<file path="src/rtl/transmisor_qos.sv">
// rtl/transmisor_qos.sv - per-VC burst transmitter with round-robin arbitration and flow control
//
// Purpose: accepts per-VC burst commands and emits one word per cycle
// (vc_id, data_word, wr_valid) towards the QoS demux/FIFO path, honouring
// per-VC pause/resume/overflow feedback.
//
// Ports:
//   clk, rst                 clock, asynchronous active-high reset
//   enb                      global enable (freezes FSM, accept and transmit)
//   iniciar                  start pulse, only honoured in IDLE
//   cmd_valid/cmd_vc/cmd_len burst command; cmd_ready is combinational
//   pausa/continuar          per-VC pause / resume from flow control
//   error_full               per-VC overflow indication
//   vc_id/data_word/wr_valid registered word output
//   pausado                  per-VC paused flags
//   estado/tx_idle           FSM state (IDLE=0, RUN=1, HOLD=2) and idle flag
//   errores                  saturating count of error_full events
module transmisor_qos #(
  parameter int QUEUE_QUANTITY = 4,
  parameter int DATA_BITS      = 4,
  parameter int MAX_LEN        = 16
) (
  input  logic                              clk,
  input  logic                              rst,
  input  logic                              enb,
  input  logic                              iniciar,
  input  logic                              cmd_valid,
  input  logic [$clog2(QUEUE_QUANTITY)-1:0] cmd_vc,
  input  logic [$clog2(MAX_LEN):0]          cmd_len,
  output logic                              cmd_ready,
  input  logic [QUEUE_QUANTITY-1:0]         pausa,
  input  logic [QUEUE_QUANTITY-1:0]         continuar,
  input  logic [QUEUE_QUANTITY-1:0]         error_full,
  output logic [$clog2(QUEUE_QUANTITY)-1:0] vc_id,
  output logic [DATA_BITS-1:0]              data_word,
  output logic                              wr_valid,
  output logic [QUEUE_QUANTITY-1:0]         pausado,
  output logic [1:0]                        estado,
  output logic                              tx_idle,
  output logic [7:0]                        errores
);

  localparam int VW = $clog2(QUEUE_QUANTITY);
  localparam int LW = $clog2(MAX_LEN) + 1;

  typedef enum logic [1:0] {IDLE = 2'd0, RUN = 2'd1, HOLD = 2'd2} state_t;

  state_t                state_q, state_d;
  logic [LW-1:0]         rem_q [QUEUE_QUANTITY];
  logic [LW-1:0]         rem_d [QUEUE_QUANTITY];
  logic [DATA_BITS-1:0]  seq_q [QUEUE_QUANTITY];
  logic [VW-1:0]         ptr_q;
  logic [QUEUE_QUANTITY-1:0] pend, elig, pausado_d;
  logic                  found, grant_en, accept, any_next;
  logic [VW-1:0]         grant, idx;
  logic [LW-1:0]         len_clamped;
  logic [7:0]            err_cnt, errores_d;
  logic [8:0]            err_sum;

  assign cmd_ready   = enb && (rem_q[cmd_vc] == '0);
  assign accept      = cmd_valid && cmd_ready;
  assign len_clamped = (cmd_len > LW'(MAX_LEN)) ? LW'(MAX_LEN) : cmd_len;
  assign estado      = state_q;
  assign tx_idle     = (state_q == IDLE);

  // Eligibility uses the registered pause flags, so a pause pulse only
  // takes effect from the cycle after it is seen.
  always_comb begin
    pend = '0;
    elig = '0;
    for (int i = 0; i < QUEUE_QUANTITY; i++) begin
      pend[i] = (rem_q[i] != '0);
      elig[i] = pend[i] && !pausado[i];
    end
  end

  // Round-robin search starting just after the last granted VC.
  always_comb begin
    grant = '0;
    found = 1'b0;
    idx   = '0;
    for (int i = 1; i <= QUEUE_QUANTITY; i++) begin
      idx = VW'((int'(ptr_q) + i) % QUEUE_QUANTITY);
      if (!found && elig[idx]) begin
        grant = idx;
        found = 1'b1;
      end
    end
  end

  assign grant_en = (state_q == RUN) && enb && found;

  // Accept and grant never target the same VC: accept needs rem==0,
  // grant needs rem!=0.
  always_comb begin
    any_next = 1'b0;
    for (int i = 0; i < QUEUE_QUANTITY; i++) begin
      rem_d[i] = rem_q[i];
      if (grant_en && grant == VW'(i)) rem_d[i] = rem_q[i] - LW'(1);
      if (accept && cmd_vc == VW'(i))  rem_d[i] = len_clamped;
      if (rem_d[i] != '0) any_next = 1'b1;
    end
  end

  always_comb begin
    state_d = state_q;
    if (enb) begin
      case (state_q)
        IDLE:    if (iniciar && |pend) state_d = RUN;
        RUN: begin
          if (!any_next)               state_d = IDLE;
          else if (|pend && !(|elig))  state_d = HOLD;
        end
        HOLD: begin
          if (|elig)                   state_d = RUN;
          else if (!any_next)          state_d = IDLE;
        end
        default:                       state_d = IDLE;
      endcase
    end
  end

  // Flow control and error counting run regardless of enb.
  always_comb begin
    err_cnt = '0;
    for (int i = 0; i < QUEUE_QUANTITY; i++) begin
      err_cnt = err_cnt + 8'(error_full[i]);
      if (pausa[i] || error_full[i]) pausado_d[i] = 1'b1;
      else if (continuar[i])         pausado_d[i] = 1'b0;
      else                           pausado_d[i] = pausado[i];
    end
    err_sum   = {1'b0, errores} + {1'b0, err_cnt};
    errores_d = err_sum[8] ? 8'hFF : err_sum[7:0];
  end

  always_ff @(posedge clk or posedge rst) begin
    if (rst) begin
      state_q   <= IDLE;
      ptr_q     <= VW'(QUEUE_QUANTITY - 1);
      vc_id     <= '0;
      data_word <= '0;
      wr_valid  <= 1'b0;
      pausado   <= '0;
      errores   <= '0;
      for (int i = 0; i < QUEUE_QUANTITY; i++) begin
        rem_q[i] <= '0;
        seq_q[i] <= '0;
      end
    end else begin
      state_q  <= state_d;
      pausado  <= pausado_d;
      errores  <= errores_d;
      wr_valid <= grant_en;
      for (int i = 0; i < QUEUE_QUANTITY; i++) rem_q[i] <= rem_d[i];
      if (grant_en) begin
        vc_id        <= grant;
        data_word    <= seq_q[grant];
        seq_q[grant] <= seq_q[grant] + DATA_BITS'(1);
        ptr_q        <= grant;
      end
    end
  end

endmodule

</file>
<file path="config.mk">
export PLATFORM = sky130hd
export DESIGN_NAME = transmisor_qos
export DESIGN_NICKNAME = d
export VERILOG_FILES = /design/src/rtl/transmisor_qos.sv
export SDC_FILE = /design/constraint.sdc
export NUM_CORES = 1
export LEC_CHECK = 0
export ABC_AREA = 1
export ABC_CLOCK_PERIOD_IN_PS = 7000
export BUFFER_PORTS_ARGS = -buffer_cell sky130_fd_sc_hd__buf_2
export CAP_MARGIN = 20
export CORE_AREA = 2 2 78 154
export DETAILED_ROUTE_END_ITERATION = 6
export DIE_AREA = 0 0 80 156
export SETUP_SLACK_MARGIN = 0.05
export SLEW_MARGIN = 10
export SYNTH_ARGS = -nofsm -noshare
export SYNTH_HDL_FRONTEND = slang
export SYNTH_SLANG_ARGS = --single-unit
</file>
<file path="constraint.sdc">
create_clock -name clk -period 7 [get_ports clk]
set_clock_uncertainty 0.05 [all_clocks]
set_input_delay 0.35 -clock clk [delete_from_list [all_inputs] [get_ports clk]]
set_output_delay 0.35 -clock clk [all_outputs]
set_load 0.01 [all_outputs]
</file>
==> run summary <==
Status: finished, final reports clean
Vias post-DR: 3,515
Vias per cell: 4.842
CP required: 7.18 ns
M1 wire length: 3704 um
Slew headroom: 48.59%
Unique masters post-synth: 38
Count of final max-slew check failures: 0
Starting density of the core: 34.17%
RSZ-0062 raised after global routing: false
Critical path launch point type: flop
Critical Path End Type: flop
Initial antenna violation count: 0
Post-synth top flop: dfrtp_1
Grt ovf: 0
Port-buffer cells: 46
CP top delay family: simple AND/OR/NAND/NOR gates
ANT nets after route: 0
RR Startpoint: rem_q[15]
Hold Path Stages: 2
Leakage: 2.375 nW
Fmax: 272.2 MHz
Buf/Inv on CP: 2
Row cnt: 55
Worst-path clk slew: 0.05 ns
Most instantiated cells after synthesis: nand2_1 (172), inv_1 (67), dfrtp_1 (57)
Post-Route Utilization: 40.40%
Post-Synth Simple-Gate Area: 36.83%
Area Overhead vs Synth: 18.23%
Core box area: 11,290 um^2
Final Hold Fails: 0
Count leader, synth: nand2_1
Die height: 156 um
Final cell count without fillers: 726
Share of layout cells above drive strength 1: 17.29%
Critical path, cell by cell: inv_1 -> ha_1 -> inv_1 -> nor2_1 -> nand2_1 -> nand3_1 -> nand3_1 -> nand2_1 -> nand4_1 -> nand2_1 -> nor2_4 -> nand3_1 -> nand2_1 -> nand2_1 -> o21ai_1 -> nand3_1 -> nor2_1 -> nand3_1 -> nand2_1 -> nand3_1 -> nand2_1 -> nand2_1
Mux cell area share after synthesis: 0%
Combinational family with the most area after synthesis: simple AND/OR/NAND/NOR gates
Hold Crit Class: input pin to flop
CTS resizes: 0
CTS max path bufs: 2
Hold_buf cts: 0
FF+latch count, synth: 59
Fill cell count: 1,194
Post-synthesis compound-gate area fraction: 7.592%
Final setup violation count: 0
Total power: 2.253 mW
Remaining DRCs: 0
DR pass1 iterations: 4
Routability-driven placement congestion ratio: 0.9093
DR WL met3: 225 um
Worst stage delay on the critical path: 0.41 ns
Top cell type's share of synthesized area: 36.99%
Max Cap Viol: 0
Reg2reg setup slack: 3.33 ns
Final Cycle Share: 52.48%
Register area: 1479 um^2
Critical path arrival: 3.85 ns
R2R cell count: 22
Post-synth EDFFs: 0
Routed wire per std cell: 13.82 um
Routed wire length: 10,030 um
Setup TNS Final: 0 ns
Initial DRC count: 147
Post-synth ARST share: 100.0%
Tmin final: 3.673 ns
Num ports: 47
CTS tree: built
R2r endpoint: estado[0]
CTS H-tree lvls: 3
Avg Cell Area, Syn: 7.303 um^2
Total GRT Usage: 17.34%
Crit path top cell by count: nand2_1
Clock Latency Late Sink: 0.34 ns
Synth Area in XOR/XNOR: 3.829%
Final #Nets: 616
WS Path Type: flop to flop
Clk root buf: clkbuf_16
Synth area leader: dfrtp_1
Largest fanout on the critical path: 15
Syn_nets: 565
Yosys Warn Count: 0
Synth Area in Adders: 4.802%
Sequential fraction of the synthesis area: 38.35%
Cells after Synth: 528
Least-Margin Pin Slew: 0.7711 ns
Pwr dens: 494.0 nW/um^2
Maximum VDD drop: 210.3 uV
Die area: 12,480 um^2
Dpl hpwl: 7837 um
Worst hold endpoint: pausado[1]
Mapped Area: 3856 um^2
Largest net degree at the start of global routing: 60
CTS Buf Count: 9
Die Wd: 80 um
CP max stage cell: nand3_1
Footprint of the multi-input gates: 2046 um^2
WL met2: 5637 um
Postcts setup bufs: 0
First-pass GRT wire length: 16,620 um
Top cells by area, synth: dfrtp_1 (37%), nand2_1 (17%), inv_1 (6.5%)
Diodes inserted: 0
Dpl cells: 710
DR top layer: met4
Clk sink count: 59
Vias in the first global route: 3,590
Hold_sp: continuar[1]
==> where the power goes <==
group          internal (mW)  leakage (nW)  switching, mW
clock                  0.356         0.169          0.158
combinational          0.384          1.49          0.742
sequential             0.492         0.718          0.120
total                   1.23          2.38           1.02
==> logic make-up after synthesis <==
logic type,count (synthesis)
adders and majority gates,13
DFF,59
buffers and inverters,80
and+or+nand+nor,307
AOI/OAI and AO/OA,53
xor gates and xnor gates,16
==> worst register-to-register path: stages, from the launching register on <==
cell and delay, ns:
dfrtp_1 0.37, inv_1 0.09, ha_1 0.21, inv_1 0.05, nor2_1 0.03, nand2_1 0.18
nand3_1 0.16, nand3_1 0.14, nand2_1 0.14, nand4_1 0.11, nand2_1 0.13, nor2_4 0.37
nand3_1 0.42, nand2_1 0.16, nand2_1 0.08, o21ai_1 0.16, nand3_1 0.10, nor2_1 0.14
nand3_1 0.12, nand2_1 0.12, nand3_1 0.10, nand2_1 0.08, nand2_1 0.05
==> how the worst max path moves through the flow <==
stage / startpoint / end / slack, ns / depth (start not counted)
after CTS: rem_q[15] / estado[0] / 3.31 / 22
after floorplan: rem_q[5] / estado[1] / 4.29 / 24
after detailed placement: rem_q[15] / estado[0] / 3.40 / 22
after global routing: rem_q[15] / estado[1] / 2.93 / 22
after global placement: rem_q[15] / estado[0] / 3.49 / 22
final: rem_q[15] / estado[0] / 3.33 / 22
==> state kept, by name, summed over array words and instances, names as in the netlist <==
register / count
vc_id: 2
ptr_q: 2
estado: 2
data_word: 4
errores: 8
seq_q: 16
wr_valid: 1
pausado: 4
rem_q: 20
==> stage by stage <==
step / instance area (um^2) / worst slack (ns) / hold WS, ns
floorplan: 3856 / 4.286 / 0.4030
global placement: 4217 / 3.489 / 0.4197
detailed placement: 4217 / 3.399 / 0.4237
CTS: 4559 / 3.312 / 0.1494
global route: 4559 / 2.932 / 0.1763
finish: 4559 / 3.327 / 0.1549
==> cell type report <==
class / count / area share [%]
repair buffers: 47 / 5.214
well taps: 142 / 3.897
clock buffers: 11 / 5.324
multi-input cells: 389 / 44.87
inverters: 73 / 6.065
flip-flops and latches: 59 / 32.44
clock inverters: 5 / 2.195
==> metal layers <==
layer,GRT usage [%],up-vias
met2,32.46,64
met1,16.94,1632
li1,-,1787
met5,0,-
met3,1.910,32
met4,12.19,0
==> cells in the final DEF (no fill, tap or decap), types with 3 or more instances in the layout <==
cell type / Yosys / routed
inv_2: 4 / 5
nand4_1: 16 / 16
a21oi_1: 5 / 5
nor2_1: 45 / 45
nor3_1: 3 / 3
nand3_1: 39 / 39
clkbuf_16: 0 / 9
buf_2: 2 / 46
xor2_1: 9 / 9
o21ai_0: 33 / 33
bufinv_16: 0 / 3
ha_1: 10 / 10
dfrtp_1: 57 / 57
o21ai_1: 9 / 9
xnor2_1: 6 / 6
nand2_1: 172 / 172
nor2_4: 5 / 5
fa_1: 3 / 3
inv_1: 67 / 66
nand3_2: 10 / 10
nand2_2: 7 / 7
Power figures use the tool's default switching activity.
